--- src/rtl/miner_pkg.sv ---
// Shared types and defaults for the mining front end: controller states, loader phases,
// frame sync bytes and frame payload sizes.
package miner_pkg;

    typedef enum logic [2:0] {
        IDLE                  = 3'd0,
        LOAD_MIDSTATE         = 3'd1,
        LOAD_REMAINING_HEADER = 3'd2,
        SOLVE                 = 3'd3,
        HALT                  = 3'd4
    } state_type;

    typedef enum logic [2:0] {
        PhHunt,
        PhGotSync0,
        PhArmed,
        PhMid,
        PhMidDone,
        PhRem,
        PhRemDone,
        PhHold
    } phase_e;

    localparam logic [7:0]  SYNC0_DEF     = 8'hAA;
    localparam logic [7:0]  SYNC1_DEF     = 8'h55;
    localparam int unsigned MID_BYTES_DEF = 32;
    localparam int unsigned REM_BYTES_DEF = 12;

endpackage

--- src/rtl/byte_shift_reg.sv ---
// Byte-wide shift register: each enabled cycle shifts din in at the LSB end, so the first byte
// ends up in the top byte once the register is full.
module byte_shift_reg #(
    parameter int unsigned WIDTH = 256
) (
    input  logic             clk,
    input  logic             rst,
    input  logic             shift_en,
    input  logic [7:0]       din,
    output logic [WIDTH-1:0] q
);

    always_ff @(posedge clk) begin
        if (rst) begin
            q <= '0;
        end else if (shift_en) begin
            q <= {q[WIDTH-9:0], din};
        end
    end

endmodule

--- src/rtl/header_shift_loader.sv ---
// Hunts for the frame sync pair while the controller is idle, then shifts in midstate and
// header tail bytes and raises the controller's handshake flags.
module header_shift_loader
    import miner_pkg::*;
#(
    parameter logic [7:0]  SYNC0     = SYNC0_DEF,
    parameter logic [7:0]  SYNC1     = SYNC1_DEF,
    parameter int unsigned MID_BYTES = MID_BYTES_DEF,
    parameter int unsigned REM_BYTES = REM_BYTES_DEF
) (
    input  logic         clk,
    input  logic         rst,
    input  logic         rx_valid,
    input  logic [7:0]   rx_data,
    input  logic [2:0]   cur_state,
    output logic         start_found,
    output logic         midstate_shifts_done,
    output logic         remaining_shifts_done,
    output logic [255:0] midstate,
    output logic [95:0]  header_tail,
    output logic [5:0]   byte_count,
    output logic         overrun
);

    phase_e     phase_q, phase_d;
    logic [5:0] cnt_q, cnt_d;
    logic       start_q, start_d;
    logic       ovr_q, ovr_d;
    logic       mdone_q, mdone_d;
    logic       rdone_q, rdone_d;
    logic       mid_shift, rem_shift;
    state_type  cur_st;
    logic       is_idle;

    assign cur_st  = state_type'(cur_state);
    assign is_idle = (cur_st == IDLE);

    always_comb begin
        phase_d   = phase_q;
        cnt_d     = cnt_q;
        start_d   = 1'b0;
        ovr_d     = 1'b0;
        mdone_d   = mdone_q;
        rdone_d   = rdone_q;
        mid_shift = 1'b0;
        rem_shift = 1'b0;
        unique case (phase_q)
            PhHunt: begin
                if (rx_valid && is_idle && rx_data == SYNC0) phase_d = PhGotSync0;
            end
            PhGotSync0: begin
                if (!is_idle) begin
                    phase_d = PhHunt;
                end else if (rx_valid) begin
                    if (rx_data == SYNC1) begin
                        phase_d = PhArmed;
                        start_d = 1'b1;
                    end else if (rx_data != SYNC0) begin
                        phase_d = PhHunt;
                    end
                end
            end
            PhArmed: begin
                ovr_d = rx_valid;
                if (cur_st == LOAD_MIDSTATE) begin
                    phase_d = PhMid;
                    cnt_d   = '0;
                end
            end
            PhMid, PhRem: begin
                if (is_idle) begin
                    phase_d = PhHunt;
                    cnt_d   = '0;
                    mdone_d = 1'b0;
                    rdone_d = 1'b0;
                end else if (rx_valid) begin
                    cnt_d = cnt_q + 6'd1;
                    if (phase_q == PhMid) begin
                        mid_shift = 1'b1;
                        if (cnt_q == 6'(MID_BYTES - 1)) begin
                            phase_d = PhMidDone;
                            mdone_d = 1'b1;
                        end
                    end else begin
                        rem_shift = 1'b1;
                        if (cnt_q == 6'(REM_BYTES - 1)) begin
                            phase_d = PhRemDone;
                            rdone_d = 1'b1;
                        end
                    end
                end
            end
            PhMidDone, PhRemDone: begin
                // Abort wins over the overrun report for a byte in the same cycle
                if (is_idle) begin
                    phase_d = PhHunt;
                    cnt_d   = '0;
                    mdone_d = 1'b0;
                    rdone_d = 1'b0;
                end else begin
                    ovr_d = rx_valid;
                    if (phase_q == PhMidDone && cur_st == LOAD_REMAINING_HEADER) begin
                        phase_d = PhRem;
                        cnt_d   = '0;
                        mdone_d = 1'b0;
                    end else if (phase_q == PhRemDone && cur_st == SOLVE) begin
                        phase_d = PhHold;
                        rdone_d = 1'b0;
                    end
                end
            end
            PhHold: begin
                if (is_idle) phase_d = PhHunt;
            end
            default: phase_d = PhHunt;
        endcase
    end

    always_ff @(posedge clk) begin
        if (rst) begin
            phase_q <= PhHunt;
            cnt_q   <= '0;
            start_q <= 1'b0;
            ovr_q   <= 1'b0;
            mdone_q <= 1'b0;
            rdone_q <= 1'b0;
        end else begin
            phase_q <= phase_d;
            cnt_q   <= cnt_d;
            start_q <= start_d;
            ovr_q   <= ovr_d;
            mdone_q <= mdone_d;
            rdone_q <= rdone_d;
        end
    end

    byte_shift_reg #(
        .WIDTH (256)
    ) u_mid_sr (
        .clk      (clk),
        .rst      (rst),
        .shift_en (mid_shift),
        .din      (rx_data),
        .q        (midstate)
    );

    byte_shift_reg #(
        .WIDTH (96)
    ) u_rem_sr (
        .clk      (clk),
        .rst      (rst),
        .shift_en (rem_shift),
        .din      (rx_data),
        .q        (header_tail)
    );

    assign start_found           = start_q;
    assign overrun               = ovr_q;
    assign midstate_shifts_done  = mdone_q;
    assign remaining_shifts_done = rdone_q;
    assign byte_count            = cnt_q;

endmodule

--- config.mk ---
export PLATFORM = sky130hd
export DESIGN_NAME = header_shift_loader
export DESIGN_NICKNAME = d
export VERILOG_FILES = /design/src/rtl/miner_pkg.sv /design/src/rtl/byte_shift_reg.sv /design/src/rtl/header_shift_loader.sv
export SDC_FILE = /design/constraint.sdc
export NUM_CORES = 1
export LEC_CHECK = 0
export BUFFER_PORTS_ARGS = -buffer_cell sky130_fd_sc_hd__buf_2
export CAP_MARGIN = 10
export CELL_PAD_IN_SITES_DETAIL_PLACEMENT = 0
export CELL_PAD_IN_SITES_GLOBAL_PLACEMENT = 1
export CORE_UTILIZATION = 43
export CTS_CLUSTER_SIZE = 20
export DETAILED_ROUTE_END_ITERATION = 16
export PLACE_DENSITY = 0.87
export SYNTH_ARGS = -nofsm -noshare
export SYNTH_HDL_FRONTEND = slang
export SYNTH_HIERARCHICAL = 1
export SYNTH_SLANG_ARGS = --single-unit
--- constraint.sdc ---
create_clock -name clk -period 3.73 [get_ports clk]
set_input_delay 0 -clock clk [delete_from_list [all_inputs] [get_ports clk]]
set_output_delay 0 -clock clk [all_outputs]
set_load 0.01 [all_outputs]
==> results of run 1 <==
flip-flops by register name, indices dropped and copies added (netlist names):
signal,count
byte_count,6
midstate_shifts_done,1
overrun,1
phase_q,3
remaining_shifts_done,1
start_found,1
u_mid_sr/q,256
u_rem_sr/q,96
placed cells by master, fill, tap and decap left out, drive strengths merged, types with 2 or more instances in the layout:
cell	count
a21oi	10
o21ai	9
nor4	2
o21a	3
a211oi	2
dfxtp	365
nand3b	2
nand3	5
nor4bb	3
nor2	366
inv	3
clkinv	8
mux2i	354
clkbuf	57
o31a	2
nand2b	4
nand2	14
nand4	2
bufinv	3
nor2b	5
buf	389
dlygate4sd3	13
nor3	5
metrics by stage:
step | power [mW] | hold slack [ps]
2_1_floorplan | 4.34 | 99.2
3_3_place_gp | 4.37 | 276
3_5_place_dp | 4.37 | 286
4_1_cts | 8.34 | 6.12
5_1_grt | 8.56 | 35.5
6_report | 8.25 | 16.5
cell type report:
class                      instances  area [um^2]
timing repair buffer             402         2230
fill                            2859        14600
inverter                           3         11.3
multi-input combinational        809         5570
clock buffer                      57         1180
tap                              402          503
clock inverter                    12          164
sequential                       365         7310
worst max-delay path: stages, from the launching register on:
cell,delay [ps]
dfxtp_1,610
nor2b_1,440
nand2_1,160
nor2_4,120
buf_12,500
mux2i_1,260
nor2_1,60
dlygate4sd3_1,580
kinds of logic after synthesis:
logic type,share of synthesized area
compound gates,0.0208
xor+xnor,0.000636
fa+ha+maj,0.000908
buf+inv,0.0661
flops,0.530
mux,0.258
simple gates,0.123
power breakdown:
| group | leakage (nW) | switching [mW] | internal [mW] |
|---|---|---|---|
| logic | 3.47 | 0.231 | 0.145 |
| clock network | 0.666 | 1.54 | 2.41 |
| registers | 2.94 | 0.0161 | 3.91 |
layer usage:
metal / part of all wire / track usage
met4: 0.021 / 0.0556
met1: 0.44 / 0.233
met5: 0 / 0
met2: 0.48 / 0.318
met3: 0.062 / 0.0492
path summary, 6_finish.rpt:
check / startpoint / to / cells past startpoint / slack (ps)
worst max register to register: phase_q[2]$_SDFFE_PP0P_ / u_rem_sr/q[6]$_SDFFE_PP0P_ / 7 / 840
worst min-delay path: cur_state[1] / remaining_shifts_done$_SDFFE_PP0P_ / 4 / 20
worst max-delay path: phase_q[2]$_SDFFE_PP0P_ / u_rem_sr/q[6]$_SDFFE_PP0P_ / 7 / 840
worst min register to register: midstate_shifts_done$_SDFFE_PP0P_ / midstate_shifts_done$_SDFFE_PP0P_ / 2 / 490
Yosys cell counts (all sizes together) (2+ instances only):
master  instances  area share
nand3b          2      0.0011
nor2b           5      0.0023
o21a            3      0.0016
nand2b          4      0.0018
buf            61       0.058
nand3           5      0.0022
o21ai           9      0.0033
nor3            5      0.0022
mux2i         354        0.26
a21oi          10      0.0036
nand2          14      0.0044
nor4bb          3      0.0022
inv             3     0.00082
clkbuf         25      0.0068
o31a            2      0.0013
nand4           2     0.00091
nor2          366        0.10
nor4            2     0.00091
a211oi          2      0.0020
dfxtp         365        0.53
==> impl_results.md, run 1 <==
* Die Wd at 181 um
* Critical Path End Type: register
* GRT Overall Usage at 0.187
* Maximum VDD drop at roughly 0.00033 V
* DR iter-0 viols at 686
* Vias per cell at roughly 5
* Postcts setup bufs at 0
* Die Height at approximately 180 um
* Final WS setup at around 840 ps
* FP Rows at 65
* CTS Buffer Depth at 3
* Asr flop ratio synth at 0
* Worst EP required at around 4100 ps
* # IOs at approximately 380
* Setup repair after global routing missed its margin: false
* Slew Limit Headroom at 0.466
* Synth Instances at about 1300
* Setup TNS at 0 ps
* Initial Util at 0.437
* Area growth, synth to finish at 23.2%
* Total CTS buffers at 39
* Post-layout min period at around 2900 ps
* Util after Layout at 0.538
* CTS tree: yes
* DRT antenna net count at 0
* Final GP Congestion at 0.791
* Fin cells at about 2100
* WL/cell at about 16 um
* Area after DPL at 0.0155 mm^2
* Drc violations at 0
* Synth Register Bits at about 370
* Port buffer count at between 300 and 400
* Final #Nets at between 1500 and 2000
* GRT overflow at 0
* Post-synth top flop: dfxtp_1
* Final Hold Fails at 0
* Final Cell Area at 0.0170 mm^2
* DP Worst Slack at 1240 ps
* CTS resizes at 0
* EDFF count, synth at 0
* Clk_lat worst skew at 520 ps
* Largest net degree at the start of global routing at 134
* Worst-Margin Slew at 800 ps
* LEAKAGE at around 7 nW
* Proportion of layout cells with a drive suffix above 1 at 0.286
* Placed insts at approximately 2000
* Vias in the first global route at between 9000 and 10000
* H-tree levels at 2
* MaxCap Viol Count at 0
* Final setup fails at 0
* CP Max Fanout at between 90 and 100
* Fin. max-slew vios at 0
* Outcome: finished clean
* Hold Crit Class: in -> reg
* Initial antenna violation count at 0
* Cts hold-fix bufs at 13
* Area of the core at 0.0316 mm^2
* Avg Synthesized Cell Area at 10.9 um^2
* Final Cycle Share at 0.775
* Antenna diodes at 0
* Post-Route WL at between 30 and 40 mm
* Clock slew at reported path FFs at ~60 ps
* Syn_nets at between 1000 and 1500
* Post-DP HPWL at roughly 22 mm
* Yosys warnings at 6
* PwrDens at 486 mW/mm^2
* Root Buffer: clkbuf_16
* First-pass GRT wire length at slightly above 50 mm
* Nature of the critical path startpoint: register
* Fmax at 346 MHz
* Seq/Total Area, Yosys at 0.530
* Kind of critical path: reg -> reg
* Cell variety after synth at 51
* Synthesized area at between 0.01 and 0.015 mm^2
* Fin Clk Skew at 14.6 ps
* Die ar. at 0.0328 mm^2
* CP arrival at 3300 ps
* Via Count at roughly 10000
* Drt pass-1 iters at 5
* CTS sink count at 365
Note: power is estimated with default switching activity, not from simulation.
==> inputs of run 2 (changes only) <==
--- a/config.mk
+++ b/config.mk
@@ -9,10 +9,10 @@
 export CAP_MARGIN = 10
 export CELL_PAD_IN_SITES_DETAIL_PLACEMENT = 0
 export CELL_PAD_IN_SITES_GLOBAL_PLACEMENT = 1
-export CORE_UTILIZATION = 43
+export CORE_UTILIZATION = 40
 export CTS_CLUSTER_SIZE = 20
 export DETAILED_ROUTE_END_ITERATION = 16
-export PLACE_DENSITY = 0.87
+export PLACE_DENSITY = 0.82
 export SYNTH_ARGS = -nofsm -noshare
 export SYNTH_HDL_FRONTEND = slang
 export SYNTH_HIERARCHICAL = 1
==> constraint.sdc (replaced) <==
create_clock -name clk -period 2.7 [get_ports clk]
set_input_delay 0 -clock clk [delete_from_list [all_inputs] [get_ports clk]]
set_output_delay 0 -clock clk [all_outputs]
set_load 0.01 [all_outputs]
==> impl_results.md, run 2 (synthesized netlist as in run 1, its figures left out) <==
* Drt pass-1 iters at 5 (unchanged)
* Switching power at 2.51 mW (+41%)
* Power Total at 11.2 mW (+36%)
* Post-layout min period at 2560 ps (-333 ps)
* CTS Buffer Depth at 3 (unchanged)
* Reg2Reg Setup Slack at 140 ps (-700 ps)
* Final GP Congestion at 0.820 (+3.7%)
* PwrDens at 660 mW/mm^2 (+36%)
* Antenna diodes at 0 (unchanged)
* H-tree levels at 2 (unchanged)
* Final setup fails at 0 (unchanged)
* FP Rows at 67 (+3.1%)
* Critical Path End Type: register
* Max reg flops at 256 (unchanged)
* Area growth, synth to finish at 23.3% (about the same)
* DR iter-0 viols at 663 (-3.4%)
* Nature of the critical path startpoint: register
* Hold Crit Class: in -> reg
* Final WS setup at 143 ps (-697 ps)
* CP arrival at 2960 ps (-340 ps)
* Proportion of layout cells with a drive suffix above 1 at 0.288 (+0.00216)
* Logic pwr share at 0.047 (about the same)
* Crit path cell chain: nor2b_2, nand2_1, nor2_4, buf_4, mux2i_1, nor2_1, dlygate4sd3_1
* Worst-Margin Slew at 752 ps (-48.7 ps)
* Met3 GRT Util at 0.0384 (-0.0108)
* First-pass GRT wire length at 52.1 mm (+3.6%)
* Clk_lat worst skew at 520 ps (about the same)
* GRT overflow at 0 (unchanged)
* DRT antenna net count at 0 (unchanged)
* Fin Clk Skew at 12.2 ps (-2.31 ps)
* Setup repair after global routing missed its margin: false
* GRT Max-Usage Layer: met2
* Multi-input gate area at 0.00558 mm^2 (about the same)
* Initial antenna violation count at 0 (unchanged)
* Worst path bufs/invs at 2 (unchanged)
* # IOs at 376 (unchanged)
* Fmax at 391 MHz (+13%)
* Worst EP required at 3110 ps (-1030 ps)
* LEAKAGE at 7.06 nW (-0.15%)
* MaxCap Viol Count at 0 (unchanged)
* Fin. max-slew vios at 0 (unchanged)
* Met1 GRT Util at 0.231 (-0.00215)
* Fill cell count at 3149 (+10%)
* Met2 Use GR at 0.306 (-0.0118)
* Slew Limit Headroom at 0.499 (+0.0325)
* Drc violations at 0 (unchanged)
* Post-DP HPWL at 23.2 mm (+4.7%)
* Highest-count cells in the layout ignoring fill and taps: 374 x buf_2, 365 x dfxtp_1, 364 x nor2_1, 354 x mux2i_1, 40 x clkbuf_16
* GRT Overall Usage at 0.182 (-0.00563)
* CP Max Fanout at 21 (-78%)
* Final Cycle Share at 0.947 (+0.172)
* Final #Nets at 1638 (+0.18%)
* Post-Route WL at 33.6 mm (+3.2%)
* Proportion of power drawn by the clock network at 0.469 (-0.010)
* Via Count at 10000 (+0.14%)
* Crit-path leading delay family: buffers and inverters
* Die ar. at 0.0352 mm^2 (+7.4%)
* Kind of critical path: reg -> reg
* Maximum VDD drop at 0.000414 V (+27%)
* Initial Util at 0.409 (-0.0278)
* Register area at 0.00731 mm^2 (unchanged)
* WL/cell at 16.0 um (+0.72%)
* Vias per cell at 4.78 (-2.3%)
* Clock slew at reported path FFs at 60 ps (about the same)
* Commonest non-fill, non-tap cell in the layout: buf_2
* DP Worst Slack at 447 ps (-797 ps)
* Area of the core at 0.0337 mm^2 (+6.8%)
* Slowest CP cell: dfxtp_1
* CTS sink count at 365 (unchanged)
* CP max stage delay at 610 ps (about the same)
* Setup TNS at 0 ps (unchanged)
* Largest net degree at the start of global routing at 122 (-9.0%)
* Total CTS buffers at 39 (unchanged)
* Final Hold Fails at 0 (unchanged)
* Die Height at 188 um (+3.6%)
* Outcome: finished clean
* Root Buffer: clkbuf_16
* Port buffer count at 375 (unchanged)
* Int Power at 8.71 mW (+35%)
* CTS tree: yes
* Largest Register: u_mid_sr/q
* Sequential share of power at 0.484 (+0.008)
* Switching portion of total power at 0.224 (+0.00758)
* Vias in the first global route at 9306 (+2.1%)
* Die Wd at 188 um (+3.6%)
[run 2: worst paths after layout]
| kind | from | end | depth (start not counted) |
|---|---|---|---|
| max reg2reg | phase_q[2]$_SDFFE_PP0P_ | u_rem_sr/q[4]$_SDFFE_PP0P_ | 7 |
| min | cur_state[1] | remaining_shifts_done$_SDFFE_PP0P_ | 4 |
| min reg2reg | u_rem_sr/q[94]$_SDFFE_PP0P_ | u_rem_sr/q[94]$_SDFFE_PP0P_ | 2 |
| max | phase_q[2]$_SDFFE_PP0P_ | u_rem_sr/q[4]$_SDFFE_PP0P_ | 7 |
[run 2: repair_timing]
action / in CTS / in global routing
endpoints found under the setup margin: 0 / 1
gates resized for setup: 0 / 1
buffers inserted: 0 / 0
endpoints found under the hold margin: 73 / 0
hold buffers: 14 / 0
[run 2: cell type report]
type	count	area share
Sequential cell	365	0.430
Clock inverter	17	0.00788
Multi-Input combinational cell	809	0.328
Inverter	3	0.000663
Tap cell	448	0.0330
Clock buffer	54	0.0679
Timing Repair Buffer	405	0.132
[run 2: worst min-delay path: cells and delay by family]
family | cells | cell delay, ps
buffers and inverters | 1 | 160
AOI/OAI and AO/OA | 2 | 170
muxes | 1 | 170
[run 2: power by group through the flow]
stage | registers, mW | clock network, mW | logic (mW)
3_3_place_gp | 5.55 | 0 | 0.504
4_1_cts | 5.43 | 5.41 | 0.524
2_1_floorplan | 5.53 | 0 | 0.463
5_1_grt | 5.43 | 5.65 | 0.563
3_5_place_dp | 5.55 | 0 | 0.507
6_report | 5.43 | 5.26 | 0.523
[run 2: metrics by stage]
stage	hold slack, ps	cell area (um^2)	std cells	utilization
CTS	1.81	17000	2101	0.504
floorplan	99.2	13800	1263	-
detailed placement	303	15600	2016	0.462
global route	49.7	17000	2101	0.504
global placement	285	15600	2016	0.462
finish	25.5	17000	2101	0.504
[run 2: per-layer routing]
layer / vias to the layer above / routed length (um)
met3: 51 / 1920
li1: 4989 / -
met4: 0 / 760
met5: - / 0
met2: 283 / 16200
met1: 4721 / 14800
==> inputs of run 3 (changes only) <==
--- a/config.mk
+++ b/config.mk
@@ -5,7 +5,7 @@
 export SDC_FILE = /design/constraint.sdc
 export NUM_CORES = 1
 export LEC_CHECK = 0
-export BUFFER_PORTS_ARGS = -buffer_cell sky130_fd_sc_hd__buf_2
+export BUFFER_PORTS_ARGS = -buffer_cell sky130_fd_sc_hd__clkbuf_2
 export CAP_MARGIN = 10
 export CELL_PAD_IN_SITES_DETAIL_PLACEMENT = 0
 export CELL_PAD_IN_SITES_GLOBAL_PLACEMENT = 1
@@ -13,6 +13,7 @@
 export CTS_CLUSTER_SIZE = 20
 export DETAILED_ROUTE_END_ITERATION = 16
 export PLACE_DENSITY = 0.82
+export SLEW_MARGIN = 15
 export SYNTH_ARGS = -nofsm -noshare
 export SYNTH_HDL_FRONTEND = slang
 export SYNTH_HIERARCHICAL = 1
==> impl_results.md, run 3 (synthesized netlist as in run 1, its figures left out) <==
* Initial antenna violation count at 1 (+1)
* Post-layout min period at 2360 ps (-192 ps)
* Max reg flops at 256 (unchanged)
* Worst-Margin Slew at 777 ps (+25.4 ps)
* Final #Nets at 1645 (+0.43%)
* Die Height at 188 um (unchanged)
* Final WS setup at 336 ps (+192 ps)
* Final GP Congestion at 0.811 (-1.1%)
* LEAKAGE at 6.75 nW (-4.4%)
* FP Rows at 67 (unchanged)
* Root Buffer: clkbuf_16
* Setup repair after global routing missed its margin: false
* CTS Buffer Depth at 3 (unchanged)
* Post-DP HPWL at 23.7 mm (+2.2%)
* Die Wd at 188 um (unchanged)
* Initial Util at 0.409 (unchanged)
* Final Cycle Share at 0.876 (-0.0713)
* Fin Clk Skew at 13.8 ps (+1.60 ps)
* Fmax at 423 MHz (+8.1%)
* First-pass GRT wire length at 52.5 mm (+0.70%)
* Setup TNS at 0 ps (unchanged)
* Clk_lat worst skew at 520 ps (about the same)
* # IOs at 376 (unchanged)
* Final Hold Fails at 0 (unchanged)
* GRT overflow at 0 (unchanged)
* DRT antenna net count at 0 (unchanged)
* MaxCap Viol Count at 0 (unchanged)
* Util after Layout at 0.508 (+0.00423)
* Worst EP required at 3090 ps (-20 ps)
* H-tree levels at 2 (unchanged)
* Vias in the first global route at 9529 (+2.4%)
* GRT Overall Usage at 0.181 (-0.000426)
* Proportion of layout cells with a drive suffix above 1 at 0.286 (-0.00164)
* Die ar. at 0.0352 mm^2 (unchanged)
* Clock slew at reported path FFs at 60 ps (about the same)
* Area of the core at 0.0337 mm^2 (unchanged)
* Fin. max-slew vios at 0 (unchanged)
* DP Worst Slack at 410 ps (-36.3 ps)
* CTS tree: yes
* Slew Limit Headroom at 0.482 (-0.0170)
* Largest net degree at the start of global routing at 123 (+0.82%)
* PwrDens at 663 mW/mm^2 (+0.40%)
* WL/cell at 16.0 um (-0.24%)
* Outcome: finished clean
* Hold Crit Class: in -> reg
* Nature of the critical path startpoint: register
* Total CTS buffers at 40 (+2.6%)
* Largest Register: u_mid_sr/q
* Critical Path End Type: register
* Commonest non-fill, non-tap cell in the layout: clkbuf_2
* CP arrival at 2760 ps (-200 ps)
* Drt pass-1 iters at 5 (unchanged)
* Maximum VDD drop at 0.000416 V (+0.68%)
* Port buffer count at 375 (unchanged)
* CTS sink count at 365 (unchanged)
* Area after DPL at 0.0157 mm^2 (+0.82%)
* DR iter-0 viols at 596 (-10%)
* CP Max Fanout at 79 (+280%)
* Kind of critical path: reg -> reg
* Post-Route WL at 33.7 mm (about the same)
* Fin cells at 2108 (+0.33%)
* Via Count at 10200 (+1.3%)
* Area growth, synth to finish at 24.3%
* Drc violations at 0 (unchanged)
* Placed insts at 2023 (+0.35%)
* Highest-count cells in the layout ignoring fill and taps: 374 x clkbuf_2, 365 x dfxtp_1, 364 x nor2_1, 354 x mux2i_1, 40 x clkbuf_16
* Fill cell count at 3130 (-0.60%)
* Final Cell Area at 0.0171 mm^2 (+0.84%)
* Final setup fails at 0 (unchanged)
* Postcts setup bufs at 0 (unchanged)
* Vias per cell at 4.83 (+1.0%)
==> run 3: changes by cell type in the layout (fill, tap and decap cells not counted), sizes merged <==
| cell | change |
|---|---|
| inv | -1 |
| clkbuf | +379 |
| dlygate4sd3 | -1 |
| bufinv | +2 |
| clkinvlp | +2 |
| clkinv | -8 |
| diode | +1 |
| buf | -367 |
==> run 3: through the flow <==
step / power, mW / hold slack, ps
2_1_floorplan: 6.00 / 99.2
3_3_place_gp: 6.05 / 288
3_5_place_dp: 6.06 / 297
4_1_cts: 11.5 / 25.1
5_1_grt: 11.7 / 65.6
6_report: 11.4 / 50.1
==> run 3: final cells by class <==
cell class,count,area (um^2),area share
flip-flops and latches,365,7310,0.426
multi-input cells,809,5570,0.325
repair buffers,411,2360,0.138
clock buffers,59,1150,0.0673
well taps,448,561,0.0327
clock inverters,12,160,0.00935
inverters,3,11.3,0.000657
diodes,1,2.50,0.000146
==> run 3: worst paths after layout <==
| path | from | end | slack, ps | depth (start not counted) |
|---|---|---|---|---|
| max | phase_q[1]$_SDFFE_PP0P_ | u_mid_sr/q[179]$_SDFFE_PP0P_ | 340 | 6 |
| min | cur_state[1] | remaining_shifts_done$_SDFFE_PP0P_ | 50 | 4 |
| max reg2reg | phase_q[1]$_SDFFE_PP0P_ | u_mid_sr/q[179]$_SDFFE_PP0P_ | 340 | 6 |
| min reg2reg | remaining_shifts_done$_SDFFE_PP0P_ | remaining_shifts_done$_SDFFE_PP0P_ | 490 | 2 |
==> run 3: report_power, final <==
group	switching (mW)	internal (mW)
sequential	0.0298	5.40
combinational	0.314	0.207
clock	2.15	3.25
total	2.49	8.86
==> run 3: repair_timing <==
item                                   4_1_cts  5_1_grt
endpoints found under the hold margin       56        0
hold buffers                                13        0
resized for setup                            0        0
==> run 3: worst max-delay path, stage by stage, from the launching register on <==
cell and delay [ps]:
dfxtp_1 580, nand2_1 160, nor3_1 330, and2_4 320
buf_12 430, mux2i_1 260, nor2_1 70
==> run 3: layer usage <==
metal  part of all wire  track usage  vias to the layer above
met5                  0            0                        -
met4              0.037       0.0744                        0
met3              0.052       0.0363                       73
met2               0.48        0.297                      285
met1               0.43        0.232                     4827
li1                   -            -                     4993
